## src/rtl/perf_counter_mmio.sv

```systemverilog
// Cache performance counters (read miss, write miss, writeback, cycles) exposed to the
// CPU as a 16-byte memory-mapped window with a mem_read/mem_write/mem_resp handshake.
`timescale 1ns/1ps
module perf_counter_mmio #(
    parameter logic [15:0] BASE_ADDR = 16'hFF00
) (
    input  logic        clk,
    input  logic        reset,
    input  logic        cache_read,
    input  logic        cache_write,
    input  logic        pmem_read,
    input  logic        pmem_write,
    input  logic        mem_read,
    input  logic        mem_write,
    input  logic [15:0] mem_address,
    input  logic [15:0] mem_wdata,
    input  logic [1:0]  mem_byte_enable,
    output logic [15:0] mem_rdata,
    output logic        mem_resp,
    output logic        dbg_state_o
);

    // Handshake: a request is accepted in IDLE when sel is high; mem_resp pulses for
    // exactly the following cycle (RESP), during which no new request is accepted.
    typedef enum logic {IDLE = 1'b0, RESP = 1'b1} state_e;

    state_e      state_q, state_d;
    logic        pr_q, pw_q;
    logic        freeze_q, freeze_d;
    logic [15:0] ctr_q [4];
    logic [15:0] ctr_d [4];
    logic [15:0] rdata_q, rdata_d;
    logic [15:0] reg_val;
    logic        sel, accept, ctrl_wr, clear;
    logic        rd_rise, wb_rise;
    logic [3:0]  inc;
    logic        unused_bits;

    assign unused_bits = ^{mem_address[0], mem_wdata[15:2], mem_byte_enable[1]};

    always_comb begin
        sel     = (mem_address[15:4] == BASE_ADDR[15:4]) & (mem_read | mem_write);
        accept  = (state_q == IDLE) & sel;
        // A simultaneous read and write is handled as a store.
        ctrl_wr = accept & mem_write & (mem_address[3:1] == 3'd4) & mem_byte_enable[0];
        clear   = ctrl_wr & mem_wdata[0];
        rd_rise = pmem_read & ~pr_q;
        wb_rise = pmem_write & ~pw_q;
        inc[0]  = rd_rise & cache_read;
        inc[1]  = rd_rise & ~cache_read & cache_write;
        inc[2]  = wb_rise;
        inc[3]  = 1'b1;
    end

    always_comb begin
        reg_val = 16'h0000;
        case (mem_address[3:1])
            3'd0:    reg_val = ctr_q[0];
            3'd1:    reg_val = ctr_q[1];
            3'd2:    reg_val = ctr_q[2];
            3'd3:    reg_val = ctr_q[3];
            3'd4:    reg_val = {14'b0, freeze_q, 1'b0};
            default: reg_val = 16'h0000;
        endcase
    end

    always_comb begin
        state_d  = state_q;
        mem_resp = 1'b0;
        case (state_q)
            IDLE: if (sel) state_d = RESP;
            RESP: begin
                mem_resp = 1'b1;
                state_d  = IDLE;
            end
            default: state_d = IDLE;
        endcase
    end

    always_comb begin
        rdata_d  = rdata_q;
        freeze_d = freeze_q;
        if (accept && !mem_write) rdata_d = reg_val;
        if (ctrl_wr) freeze_d = mem_wdata[1];
        for (int i = 0; i < 4; i++) begin
            ctr_d[i] = ctr_q[i];
            if (clear) begin
                ctr_d[i] = 16'h0000;
            end else if (!freeze_q && inc[i] && ctr_q[i] != 16'hFFFF) begin
                ctr_d[i] = ctr_q[i] + 16'h0001;
            end
        end
    end

    // Edge registers keep sampling through reset so a strobe held across release is not an edge.
    always_ff @(posedge clk) begin
        pr_q <= pmem_read;
        pw_q <= pmem_write;
        if (reset) begin
            state_q  <= IDLE;
            freeze_q <= 1'b0;
            rdata_q  <= 16'h0000;
            for (int i = 0; i < 4; i++) ctr_q[i] <= 16'h0000;
        end else begin
            state_q  <= state_d;
            freeze_q <= freeze_d;
            rdata_q  <= rdata_d;
            for (int i = 0; i < 4; i++) ctr_q[i] <= ctr_d[i];
        end
    end

    assign mem_rdata   = rdata_q;
    assign dbg_state_o = state_q;

endmodule

```

## config.mk

```make
export PLATFORM = sky130hd
export DESIGN_NAME = perf_counter_mmio
export DESIGN_NICKNAME = d
export VERILOG_FILES = /design/src/rtl/perf_counter_mmio.sv
export SDC_FILE = /design/constraint.sdc
export NUM_CORES = 1
export LEC_CHECK = 0
export CAP_MARGIN = 20
export CORE_MARGIN = 2
export CORE_UTILIZATION = 50
export CTS_CLUSTER_SIZE = 24
export DETAILED_ROUTE_END_ITERATION = 10
export PLACE_DENSITY = 0.72
export SLEW_MARGIN = 5
export SYNTH_ARGS = -nofsm -noshare
export SYNTH_HDL_FRONTEND = slang
export SYNTH_SLANG_ARGS = --single-unit
```

## constraint.sdc

```tcl
create_clock -name clk -period 5.8 [get_ports clk]
set_input_delay 1.16 -clock clk [delete_from_list [all_inputs] [get_ports clk]]
set_output_delay 1.16 -clock clk [all_outputs]
set_load 0.1 [all_outputs]
```

# Word level (Yosys, flattened, before mapping)
# Memories as Yosys holds them, arrays and structs flattened.
# Index checks and enable logic that the tools add are counted.
# totals
regBits,20
ram_bits,64
inputBits,42
output_inout_bits,18
elab_cells,69
memories,1
# memory_table
memory,words,word_bits,rd,rd_clocked_by_memory_dff,write_ports,line,source
ctr_q,4,16,4,0,4,30,logic [15:0] ctr_q [4];
# classes
add_sub_neg,4
n_eq_ne,9
n_mux,19
bitwise,20
n_reduce_logical,11
# op_table
cell,n
$mux 16,12
$pmux 16 s5,1
$add 16x1->16 const B,4
$ne 16x16->1 const B,4
$eq 12x12->1 const B,1
$and 1x1->1,11
$logic_and 1x1->1,8
$eq 3x2->1 const B,2
$mux 1,5
$or 1x1->1,5
$not 1->1,4
$eq 3x1->1 const B,1
$eq 3x3->1 const B,1
$logic_not 3->1,1
$logic_not 1->1,2
$pmux 1 s2,1

# Logic depth before layout (Yosys ltp)
# depth
depth_word,9
depth_mapped,8
ltp_nobuf,6

# Worst setup path after synthesis
# Ideal clock, no wire load.
# synth_timing
path_kind,input-to-reg
start,input mem_address[5]
end,register rdata_q[0] (netlist: mem_rdata[0])
setup_time_ps,132
arrival_ps,2491
required_time_ps,5668
slack_ps,3177
cell_stages,7
n_path_buf,2
path_cell_list,and4b_1 > nand4_2 > or4_1 > buf_2 > buf_6 > nand2_1 > a21oi_1
# synth_between
elab_chain_cells,4
# synth_rtl
element,line,source
"start, declared",15,"input logic [15:0] mem_address,"
$eq 12x12->1,42,sel = (mem_address[15:4] == BASE_ADDR[15:4]) & (mem_read | mem_write);
$and 1x1->1,42,
$and 1x1->1,43,accept = (state_q == IDLE) & sel;
$logic_and 1x1->1,83,if (accept && !mem_write) rdata_d = reg_val;
"end signal, assigned",107,rdata_q <= rdata_d;
"end, declared",32,"logic [15:0] rdata_q, rdata_d;"
# Every way passes these cells.
# A chain may end at the register's enable or synchronous reset.

==> metrics.md <==
| Metric | Value |
|---|---|
| Run status | finished, final reports clean |
| Share of Yosys cell area claimed by the top area cell type | 37.9% |
| Met3 WL | 604 um |
| Placed Cells incl. Taps | 618 |
| DP Wirelength | 7890 um |
| GRT Total Usage | 22.8% |
| Height of the chip | 98.2 um |
| Number of H-tree branching levels | 3 |
| P_int | 833 uW |
| Top cells by area in the synthesized netlist | dfxtp_1, mux4_2, nor2_1, xnor2_1, xor2_1 |
| Minimum setup slack after placement | 1.72 ns |
| Post-route met1 wirelength | 4980 um |
| Dominant cell type by area after synthesis | dfxtp_1 |
| Headroom to the max-slew limit | 35.1% |
| Count of buffers inserted at the top-level ports | 43 |
| Transition time at the pin with the least slew margin | 0.970 ns |
| DRC Markers | 0 |
| Post-CTS resize count | 0 |
| Worst hold path class | flip-flop to flip-flop |
| Wire length on met2 | 4980 um |
| Number of antenna violations at the first check in global routing | 0 |
| Total number of clock tree sinks | 84 |
| Reported leakage power | 1.61 nW |
| Post-synth EDFFs | 0 |
| Timing-limited maximum frequency | 270 MHz |
| Final Core Density | 58.6% |
| Post-route setup TNS | 0 ns |
| Per-instance average area after synthesis | 9.08 um2 |
| Wire length per cell after detailed routing | 16.9 um |
| Most used flip-flop cell after synthesis | dfxtp_1 |
| Final worst-path cycle share | 63.9% |
| Startpoint type of the worst setup path | input port |
| Nature of the critical path endpoint | flip-flop |
| Clock network fraction of design power | 40.6% |
| Number of max-slew violations in the final report | 0 |
| Gr ovfl total | 0 |
| Largest net degree at the start of global routing | 39 |
| Post-synth ARST share | 0% |
| Post-CTS repair timing setup buffer count | 0 |
| Maximum fanout count along the critical path | 38 |
| Post-synth design cell area | 0.00444 mm2 |
| Initial Utilization | 51.1% |
| Area grow syn2layout | 14.6% |
| Number of global-route vias before repair | 3444 |
| 1st-pass router iterations | 5 |
| Number of synthesized register bits | 84 |
| Layout cells sized above 1 | 9.32% |
| Full die area | 0.00965 mm2 |
| Hold buffer count at cts | 0 |
| I/O pin total | 60 |
| Number of clock buffers inserted by TritonCTS | 9 |
| Core area | 0.00868 mm2 |
| Max_cap viols | 0 |
| Most common cell in the synthesized netlist | dfxtp_1 |
| Net count reported at finish | 567 |
| Horizontal die dimension | 98.2 um |
| Number of setup violations in the final report | 0 |
| Clock tree from TritonCTS | built |
| Final critical-path setup slack | 2.09 ns |
| Net switching fraction of the power | 23.3% |
| Largest vdd supply drop | 0.135 mV |
| Final critical-path required period | 3.71 ns |
| Unrepaired setup endpoints after global routing | no |
| Total power | 1.09 mW |
| Most instantiated cells after synthesis | dfxtp_1, nor2_1, nand2_1 |
| Largest buffer count on any clock path | 2 |
| Number of non-filler instances in the completed layout | 634 |
| Top routing layer used | met4 |
| CP Class | input port to flip-flop |
| CTS clock-pin slew for the worst setup and hold paths | 0.09 ns |
| Hold Vio Cnt, Final | 0 |
| Combinational cell fraction of total power | 5.4% |
| Root Buffer Master | clkbuf_8 |
| Number of warnings issued by yosys | 0 |
| Number of distinct library cells after synthesis | 52 |
| Vias per cell | 5.97 |
| Net Count, Synth | 535 |
| Data arrival at the endpoint of the critical path | 3.95 ns |
| Diodes inserted | 0 |
| Part of the total power dissipated in sequential elements | 54.1% |
| DR vias | 3787 |
| Number of antenna-violating nets in the routed design | 0 |
| Drt initial violations | 169 |
| Sequential cell area fraction in the yosys report | 37.9% |
| Number of cell rows | 34 |
| Clock Latency Late Sink | 0.37 ns |
| Synthesized instance count | 489 |
| RD Place Congestion | 0.847 |
| Reported net switching power | 253 uW |
| Layout Skew | 0.00966 ns |
| Power Dens Cells | 214 mW/mm2 |
| Req. time, crit path | 6.04 ns |
| Total length of routed wires | 10700 um |
| First-pass GRT wire length | 17300 um |
==> metal layers <==
layer	vias to the layer above	global-route usage, %
li1	1862	-
met1	1788	30.2
met2	126	36.4
met3	11	5.73
met4	0	7.80
met5	-	0
==> power groups by stage <==
stage	combinational [mW]	sequential [mW]	clock, mW
2_1_floorplan	0.0364	0.598	0
3_5_place_dp	0.0583	0.601	0
4_1_cts	0.0584	0.587	0.449
6_report	0.0582	0.587	0.441
3_3_place_gp	0.0569	0.600	0
5_1_grt	0.0630	0.588	0.476
==> cells in the final DEF, fill, tap and decap left out, drive strengths merged, types with 4 or more instances in the layout <==
cell and instances:
dfxtp 84, clkdlybuf4s50 43, xnor2 28, nand3 24
nor4b 5, clkbuf 11, nor4 10, nor2b 4
a31oi 6, nor2 75, o21ai 5, and3 13
a21oi 23, nand4 27, nor3 26, nand2 32
nand3b 18, mux2i 4, and4 6, mux4 15
xor2 18, ha 4, nor3b 4
==> critical path, stage by stage <==
cell	delay (ns)
clkdlybuf4s50_1	0.84
nor2_1	0.33
nand4_1	0.16
nor4_1	0.27
or2_2	0.66
buf_4	0.41
nor3_1	0.10
==> state kept, by name, indices dropped and copies added (netlist names) <==
signal and count:
ctr_q 64, dbg_state_o 1, freeze_q 1, mem_rdata 16, pr_q 1, pw_q 1
==> cell families (layout without fill, tap and decap cells) <==
logic type                 after synthesis  in the layout  share of synthesized area (%)
and+or+nand+nor                        260            260                           33.1
DFF                                     84             84                           37.9
AOI/OAI and AO/OA                       48             48                           6.57
xor gates and xnor gates                46             46                           9.08
buffers and inverters                   27             64                           3.47
muxes                                   20             20                           8.77
adders and majority gates                4              4                           1.13
==> worst paths after layout <==
kind	from	to	slack, ns	cells after the start
setup / recovery	mem_address[1]	ctr_q[1][6]	2.09	7
hold / removal	mem_rdata[13]	mem_rdata[13]	0.46	2
setup reg to reg	dbg_state_o	ctr_q[1][6]	3.36	6
hold reg to reg	mem_rdata[13]	mem_rdata[13]	0.46	2
==> cell type report <==
cell class	instances	area, um2
Fill cell	778	3590
Multi-Input combinational cell	378	2600
Sequential cell	84	1680
Timing Repair Buffer	45	445
Clock buffer	11	151
Tap cell	108	135
Clock inverter	5	60.1
Inverter	3	11.3
==> through the flow <==
step | hold slack, ns | instance area, um2
floorplan | 0.486 | 4440
global placement | 0.439 | 4880
detailed placement | 0.448 | 4880
CTS | 0.458 | 5090
global route | 0.484 | 5090
finish | 0.457 | 5090
Note: power is estimated with default switching activity, not from simulation.
